File: config.mk
export PLATFORM = sky130hd
export DESIGN_NAME = linebuf_scheduler
export DESIGN_NICKNAME = d
export VERILOG_FILES = /design/src/rtl/linebuf_sched_pkg.sv /design/src/rtl/linebuf_line_ptr.sv /design/src/rtl/linebuf_scheduler.sv
export SDC_FILE = /design/constraint.sdc
export NUM_CORES = 1
export LEC_CHECK = 0
export BUFFER_PORTS_ARGS = -buffer_cell sky130_fd_sc_hd__buf_2
export CAP_MARGIN = 20
export CORE_AREA = 4 4 102 104
export CTS_CLUSTER_DIAMETER = 200
export DETAILED_ROUTE_END_ITERATION = 6
export DIE_AREA = 0 0 106 108
export GPL_TIMING_DRIVEN = 0
export PLACE_DENSITY = 0.37
export SYNTH_ARGS = -nofsm -noshare
export SYNTH_HDL_FRONTEND = slang
export SYNTH_SLANG_ARGS = --single-unit
export TNS_END_PERCENT = 100
File: constraint.sdc
create_clock -name axi_clk -period 3.2 [get_ports axi_clk]
set_input_delay 0.48 -clock axi_clk [delete_from_list [all_inputs] [get_ports axi_clk]]
set_output_delay 0.48 -clock axi_clk [all_outputs]
set_load 0.005 [all_outputs]
File: src/rtl/linebuf_sched_pkg.sv
// Shared types and helpers for the 3x3 convolution line-buffer scheduler.
// Holds the read FSM state enum, buffer count/pointer width and mask helpers.
package linebuf_sched_pkg;

    localparam int NUM_LB = 4;
    localparam int PTR_W  = 2;

    typedef enum logic {
        IDLE      = 1'b0,
        RD_ACTIVE = 1'b1
    } rd_state_e;

    // Write steering: exactly one buffer selected by the pointer.
    function automatic logic [NUM_LB-1:0] wr_onehot(
        input logic [PTR_W-1:0] ptr
    );
        logic [NUM_LB-1:0] base;
        base      = 4'b0001;
        wr_onehot = base << ptr;
    endfunction

    // Three consecutive buffers starting at ptr (mod 4) form the window;
    // equivalently every buffer except ptr+3 (the one being refilled).
    function automatic logic [NUM_LB-1:0] rd_mask(
        input logic [PTR_W-1:0] ptr
    );
        logic [PTR_W-1:0]  skip;
        logic [NUM_LB-1:0] base;
        skip    = ptr + 2'd3;
        base    = 4'b0001;
        rd_mask = ~(base << skip);
    endfunction

endpackage

File: src/rtl/linebuf_line_ptr.sv
// Column counter with wrap at IMG_WIDTH-1 plus a 2-bit line-buffer pointer.
// Ports: clk, rst_n (async low), en (advance), ptr (buffer index), wrap (last column taken).
module linebuf_line_ptr
    import linebuf_sched_pkg::*;
#(
    parameter int IMG_WIDTH = 512
) (
    input  logic             clk,
    input  logic             rst_n,
    input  logic             en,
    output logic [PTR_W-1:0] ptr,
    output logic             wrap
);

    localparam int COL_W = (IMG_WIDTH > 2) ? $clog2(IMG_WIDTH) : 1;
    localparam logic [COL_W-1:0] COL_LAST = COL_W'(IMG_WIDTH - 1);

    logic [COL_W-1:0] col;

    assign wrap = en && (col == COL_LAST);

    always_ff @(posedge clk or negedge rst_n) begin
        if (!rst_n) begin
            col <= '0;
            ptr <= '0;
        end else if (en) begin
            if (wrap) begin
                col <= '0;
                ptr <= ptr + 2'd1;
            end else begin
                col <= col + COL_W'(1);
            end
        end
    end

endmodule

File: src/rtl/linebuf_scheduler.sv
// Sequencer for the 3x3 convolution front end: round-robin line writes, 3-line window reads.
// Ports: axi_clk, axi_reset (async low), i_pixel_data_valid, i_out_ready,
//        o_lb_wr_en, o_lb_rd_en, o_rd_sel, o_pixel_data_valid, o_intr, o_overflow.
// Build option: LINEBUF_SCHED_OVERFLOW_CHK_EN drops writes into a full set of buffers
//        and raises a sticky o_overflow; without it o_overflow is tied 0.
module linebuf_scheduler #(
    parameter int IMG_WIDTH = 512,
    parameter int NUM_LB    = 4
) (
    input  logic              axi_clk,
    input  logic              axi_reset,
    input  logic              i_pixel_data_valid,
    input  logic              i_out_ready,
    output logic [NUM_LB-1:0] o_lb_wr_en,
    output logic [NUM_LB-1:0] o_lb_rd_en,
    output logic [1:0]        o_rd_sel,
    output logic              o_pixel_data_valid,
    output logic              o_intr,
    output logic              o_overflow
);

    import linebuf_sched_pkg::*;

    localparam int FILL_W = $clog2(4 * IMG_WIDTH + 1);
    localparam logic [FILL_W-1:0] FILL_FULL  = FILL_W'(4 * IMG_WIDTH);
    localparam logic [FILL_W-1:0] FILL_START = FILL_W'(3 * IMG_WIDTH);

    rd_state_e         state;
    rd_state_e         state_nxt;
    logic [FILL_W-1:0] fill_cnt;
    logic [PTR_W-1:0]  wr_ptr;
    logic [PTR_W-1:0]  rd_ptr;
    logic              wr_wrap;
    logic              rd_wrap;
    logic              wr_acc;
    logic              rd_fire;
    logic              ovf_drop;
    logic              ovf_q;
    logic              valid_q;
    logic              intr_q;

    assign rd_fire = (state == RD_ACTIVE) && i_out_ready;

`ifdef LINEBUF_SCHED_OVERFLOW_CHK_EN
    // A read in the same cycle frees a slot, so only an unpaired write overflows.
    assign ovf_drop = i_pixel_data_valid && !rd_fire
                   && (fill_cnt == FILL_FULL);

    always_ff @(posedge axi_clk or negedge axi_reset) begin
        if (!axi_reset) begin
            ovf_q <= 1'b0;
        end else if (ovf_drop) begin
            ovf_q <= 1'b1;
        end
    end
`else
    assign ovf_drop = 1'b0;
    assign ovf_q    = 1'b0;
`endif

    assign wr_acc = i_pixel_data_valid && !ovf_drop;

    linebuf_line_ptr #(
        .IMG_WIDTH (IMG_WIDTH)
    ) u_wr_ptr (
        .clk   (axi_clk),
        .rst_n (axi_reset),
        .en    (wr_acc),
        .ptr   (wr_ptr),
        .wrap  (wr_wrap)
    );

    linebuf_line_ptr #(
        .IMG_WIDTH (IMG_WIDTH)
    ) u_rd_ptr (
        .clk   (axi_clk),
        .rst_n (axi_reset),
        .en    (rd_fire),
        .ptr   (rd_ptr),
        .wrap  (rd_wrap)
    );

    always_ff @(posedge axi_clk or negedge axi_reset) begin
        if (!axi_reset) begin
            state <= IDLE;
        end else begin
            state <= state_nxt;
        end
    end

    // Leaving RD_ACTIVE always lands in IDLE for one cycle, even when
    // the next window is already buffered.
    always_comb begin
        state_nxt = state;
        case (state)
            IDLE: begin
                if (fill_cnt >= FILL_START) begin
                    state_nxt = RD_ACTIVE;
                end
            end
            RD_ACTIVE: begin
                if (rd_wrap) begin
                    state_nxt = IDLE;
                end
            end
            default: state_nxt = IDLE;
        endcase
    end

    always_ff @(posedge axi_clk or negedge axi_reset) begin
        if (!axi_reset) begin
            fill_cnt <= '0;
        end else if (wr_acc && !rd_fire) begin
            fill_cnt <= fill_cnt + FILL_W'(1);
        end else if (rd_fire && !wr_acc) begin
            fill_cnt <= fill_cnt - FILL_W'(1);
        end
    end

    // Line buffers register their output, so valid trails the read by one.
    always_ff @(posedge axi_clk or negedge axi_reset) begin
        if (!axi_reset) begin
            valid_q <= 1'b0;
            intr_q  <= 1'b0;
        end else begin
            valid_q <= rd_fire;
            intr_q  <= rd_wrap;
        end
    end

    assign o_lb_wr_en         = wr_onehot(wr_ptr) & {NUM_LB{wr_acc}};
    assign o_lb_rd_en         = rd_fire ? rd_mask(rd_ptr) : '0;
    assign o_rd_sel           = rd_ptr;
    assign o_pixel_data_valid = valid_q;
    assign o_intr             = intr_q;
    assign o_overflow         = ovf_q;

    // Write wrap is implied by the pointer advancing; kept visible for debug.
    logic unused_wr_wrap;
    assign unused_wr_wrap = wr_wrap;

endmodule

==> reports/metrics.csv <==
stage,metric,value,unit
run_status,status,finished clean,
logic_synthesis,top post-synthesis cells by area,"dfrtp_1 (40%), ha_1 (12%), o21ai_0 (5.8%)",
logic_synthesis,Post-Syn Area,0.00233,mm2
floorplan,io pins,17,
logic_synthesis,Ys Warns,0,
sta,"Slew Viols, Final",0,
clock_network,TritonCTS sink count,37,
sta,RSZ-0062 raised after global routing,no,
placement,gpl congestion,0.734,
critical_path,max incr delay on CP,0.40,ns
critical_path,peak fanout along the critical path,16,
logic_synthesis,Synth top area share,39.8,%
floorplan,Die ar.,0.0114,mm2
sta,# setup viols final,0,
placement,I/O Buffers,15,
route,via count,1730,
logic_synthesis,largest family of logic cells by synthesized area,compound AO/OA/AOI/OAI gates,
clock_network,clk slew on worst S/H paths,0.08,ns
sta,worst slew pin tran,0.912,ns
logic_synthesis,Post-synth top flop,dfrtp_1,
floorplan,Initial Util,24.4,%
clock_network,post-CTS sizing,0,
clock_network,Post CTS Setup Buffer Count,0,
grt,Total Routing Usage GR,9.47,%
logic_synthesis,syn nets,273,
power_and_ir_drop,P_leak,0.00121,uW
floorplan,Core Box Area,0.00955,mm2
logic_synthesis,Compound-Gate Fraction of Synth Area,19.2,%
logic_synthesis,number of synthesized flops with an enable pin,0,
critical_path,kind of critical path,reg2reg,
sta,clock skew,0.00495,ns
layout,Post-Layout Cell Count,399,
floorplan,Die Y,108,um
placement,DP Cell Count,393,
route,Final ANT Viol Nets,0,
grt,initial antenna violation count,0,
logic_synthesis,XOR/XNOR Fraction of Synth Area,3.39,%
critical_path,Critical Path RT,3.37,ns
critical_path,critical path buffer and inverter count,1,
sta,Final min period,2.76,ns
floorplan,Die Wd,106,um
placement,Placement Cell Area,0.00257,mm2
sta,period utilization,86.3,%
logic_synthesis,synthesized area per cell,9.50,um2
route,1st-iter DRT viols,67,
power_and_ir_drop,pwr dens,762,mW/mm2
route,Pre-antenna DRT Iters,4,
logic_synthesis,Post-synth ARST share,100,%
layout,antenna cell count,0,
logic_synthesis,sequential area share after synthesis,39.8,%
critical_path,CP endpoint kind,flop,
clock_network,worst skew pair latency,0.29,ns
logic_synthesis,Cells after Synth,245,
logic_synthesis,library cells used by synthesis,49,
logic_synthesis,mux cell area share after synthesis,2.31,%
floorplan,row cnt,36,
clock_network,TritonCTS Buffers,5,
route,Routed wire per std cell,12.3,um
grt,"Remaining Overflow, GRT",0,
logic_synthesis,Simple-Gate Fraction of Synth Area,18.8,%
critical_path,crit path launch type,flop,
critical_path,Worst EP arrival,2.94,ns
flow_run,Max Cap Viol,0,
clock_network,TritonCTS clock tree,built,
route,# DRC,0,
placement,hpwl dp,3390,um
layout,fin area,0.00267,mm2
logic_synthesis,Post-Synth Adder-Cell Area,13.2,%
power_and_ir_drop,peak supply drop,0.355,mV
logic_synthesis,leading area contributor after synthesis,dfrtp_1,
critical_path,"delay-heaviest family, CP",simple AND/OR/NAND/NOR gates,
critical_path,start of the worst register-to-register path,state$_DFF_PN0_,
critical_path,Setup crit start,state$_DFF_PN0_,
placement,dpl ws,-0.0579,ns
sta,slew margin rel.,39.2,%
sta,Final Hold Viols,0,
critical_path,Crit-path slowest cell,dfrtp_1,
logic_synthesis,Seq cells post-synth,37,
clock_network,Max clock buf depth,2,
clock_network,Root Driver,clkbuf_8,
hold_path,worst min path class,in2async,
layout,P&R area growth vs syn,14.7,%
route,Vias per Instance,4.34,
logic_synthesis,top-count cell post-synth,dfrtp_1,
grt,vias in the first global route,1731,
grt,largest net degree at the start of global routing,38,
clock_network,htree depth,2,
power_and_ir_drop,Final Power,2030,uW
critical_path,Most common cell on crit path,ha_1,
route,Routed WL,4900,um
critical_path,worst path cell trace,nand2_2 -> ha_1 -> inv_1 -> ha_1 -> a21oi_1 -> o211ai_2 -> nand3_1 -> nor4bb_1 -> nand2_1,
clock_network,CTS Hold Buffers Added,0,
sta,setup ws final,0.437,ns
layout,final net count,294,
grt,first-pass GRT wire length,8650,um
layout,share of cells above drive strength 1,17.3,%
logic_synthesis,leading post-synthesis cells by instance count,"dfrtp_1 (37), nand2_1 (27), o21ai_0 (27)",
sta,maximum clock rate,0.362,GHz
## power by group
group	total (uW)	internal [uW]	switching (uW)	leakage (uW)
registers	729	606	123	0.000451
clock network	411	227	184	0.0000540
logic	893	399	494	0.000703
total	2030	1230	801	0.00121
## state kept, by name, summed over array words and instances (netlist names)
register	flops
fill_cnt	12
o_intr	1
o_pixel_data_valid	1
state	1
u_rd_ptr.col	9
u_rd_ptr.ptr	2
u_wr_ptr.col	9
u_wr_ptr.ptr	2
## per-stage QoR
stage / setup TNS (ns) / util [%] / hold WS (ns)
6_report: 0 / 27.9 / 0.307
5_1_grt: 0 / 27.9 / 0.396
4_1_cts: 0 / 28.0 / 0.365
3_5_place_dp: -0.103 / 26.9 / 0.477
3_3_place_gp: -0.112 / 26.9 / 0.475
2_1_floorplan: 0 / - / 0.184
## final timing paths
kind	endpoint	slack [ns]	cells after the start
min in group axi_clk	fill_cnt[4]$_DFFE_PN0P_	0.49	2
setup reg to reg	fill_cnt[11]$_DFFE_PN0P_	0.44	9
setup / recovery	fill_cnt[11]$_DFFE_PN0P_	0.44	9
hold / removal	fill_cnt[7]$_DFFE_PN0P_	0.31	1
max in group asynchronous	fill_cnt[2]$_DFFE_PN0P_	2.31	1
hold reg to reg	fill_cnt[4]$_DFFE_PN0P_	0.49	2
## cells in the final DEF (no fill, tap or decap), types with 3 or more instances in the layout
cell type and n:
and2_1 4, mux2_2 3, and3_1 11, nor3_1 5
a21oi_1 9, nand3_1 4, a21oi_2 4, buf_2 17
a22o_1 5, nand2b_1 4, dfrtp_1 37, o211ai_2 3
ha_1 23, nand2_1 27, xnor2_1 6, o21ai_1 3
o21ai_0 27, xor2_1 3, inv_1 8, nor2_1 18
clkbuf_8 5, o21a_1 3
## cell families after synthesis
group	Yosys count
and+or+nand+nor	85
AOI/OAI and AO/OA	67
DFF	37
adders and majority gates	24
buffers and inverters	17
xor gates and xnor gates	9
muxes	5
other	1
## layer usage
metal  GRT usage [%]  part of all wire [%]  vias to the layer above
met5               0                     0                        -
met4            3.33                   1.1                        0
met3            2.21                   2.1                        5
met2            14.4                    43                        8
met1            13.2                    54                      813
li1                -                     -                      904
## area by class of cell
| cell class | count | area [um2] |
|---|---|---|
| Clock buffer | 5 | 68.8 |
| Clock inverter | 2 | 35.0 |
| Fill cell | 1026 | 6880 |
| Multi-Input combinational cell | 191 | 1330 |
| Timing Repair Buffer | 15 | 75.1 |
| Buffer | 7 | 35.0 |
| Inverter | 9 | 33.8 |
| Sequential cell | 37 | 926 |
| Tap cell | 133 | 166 |
No activity file was read; power rests on OpenSTA's default activity.
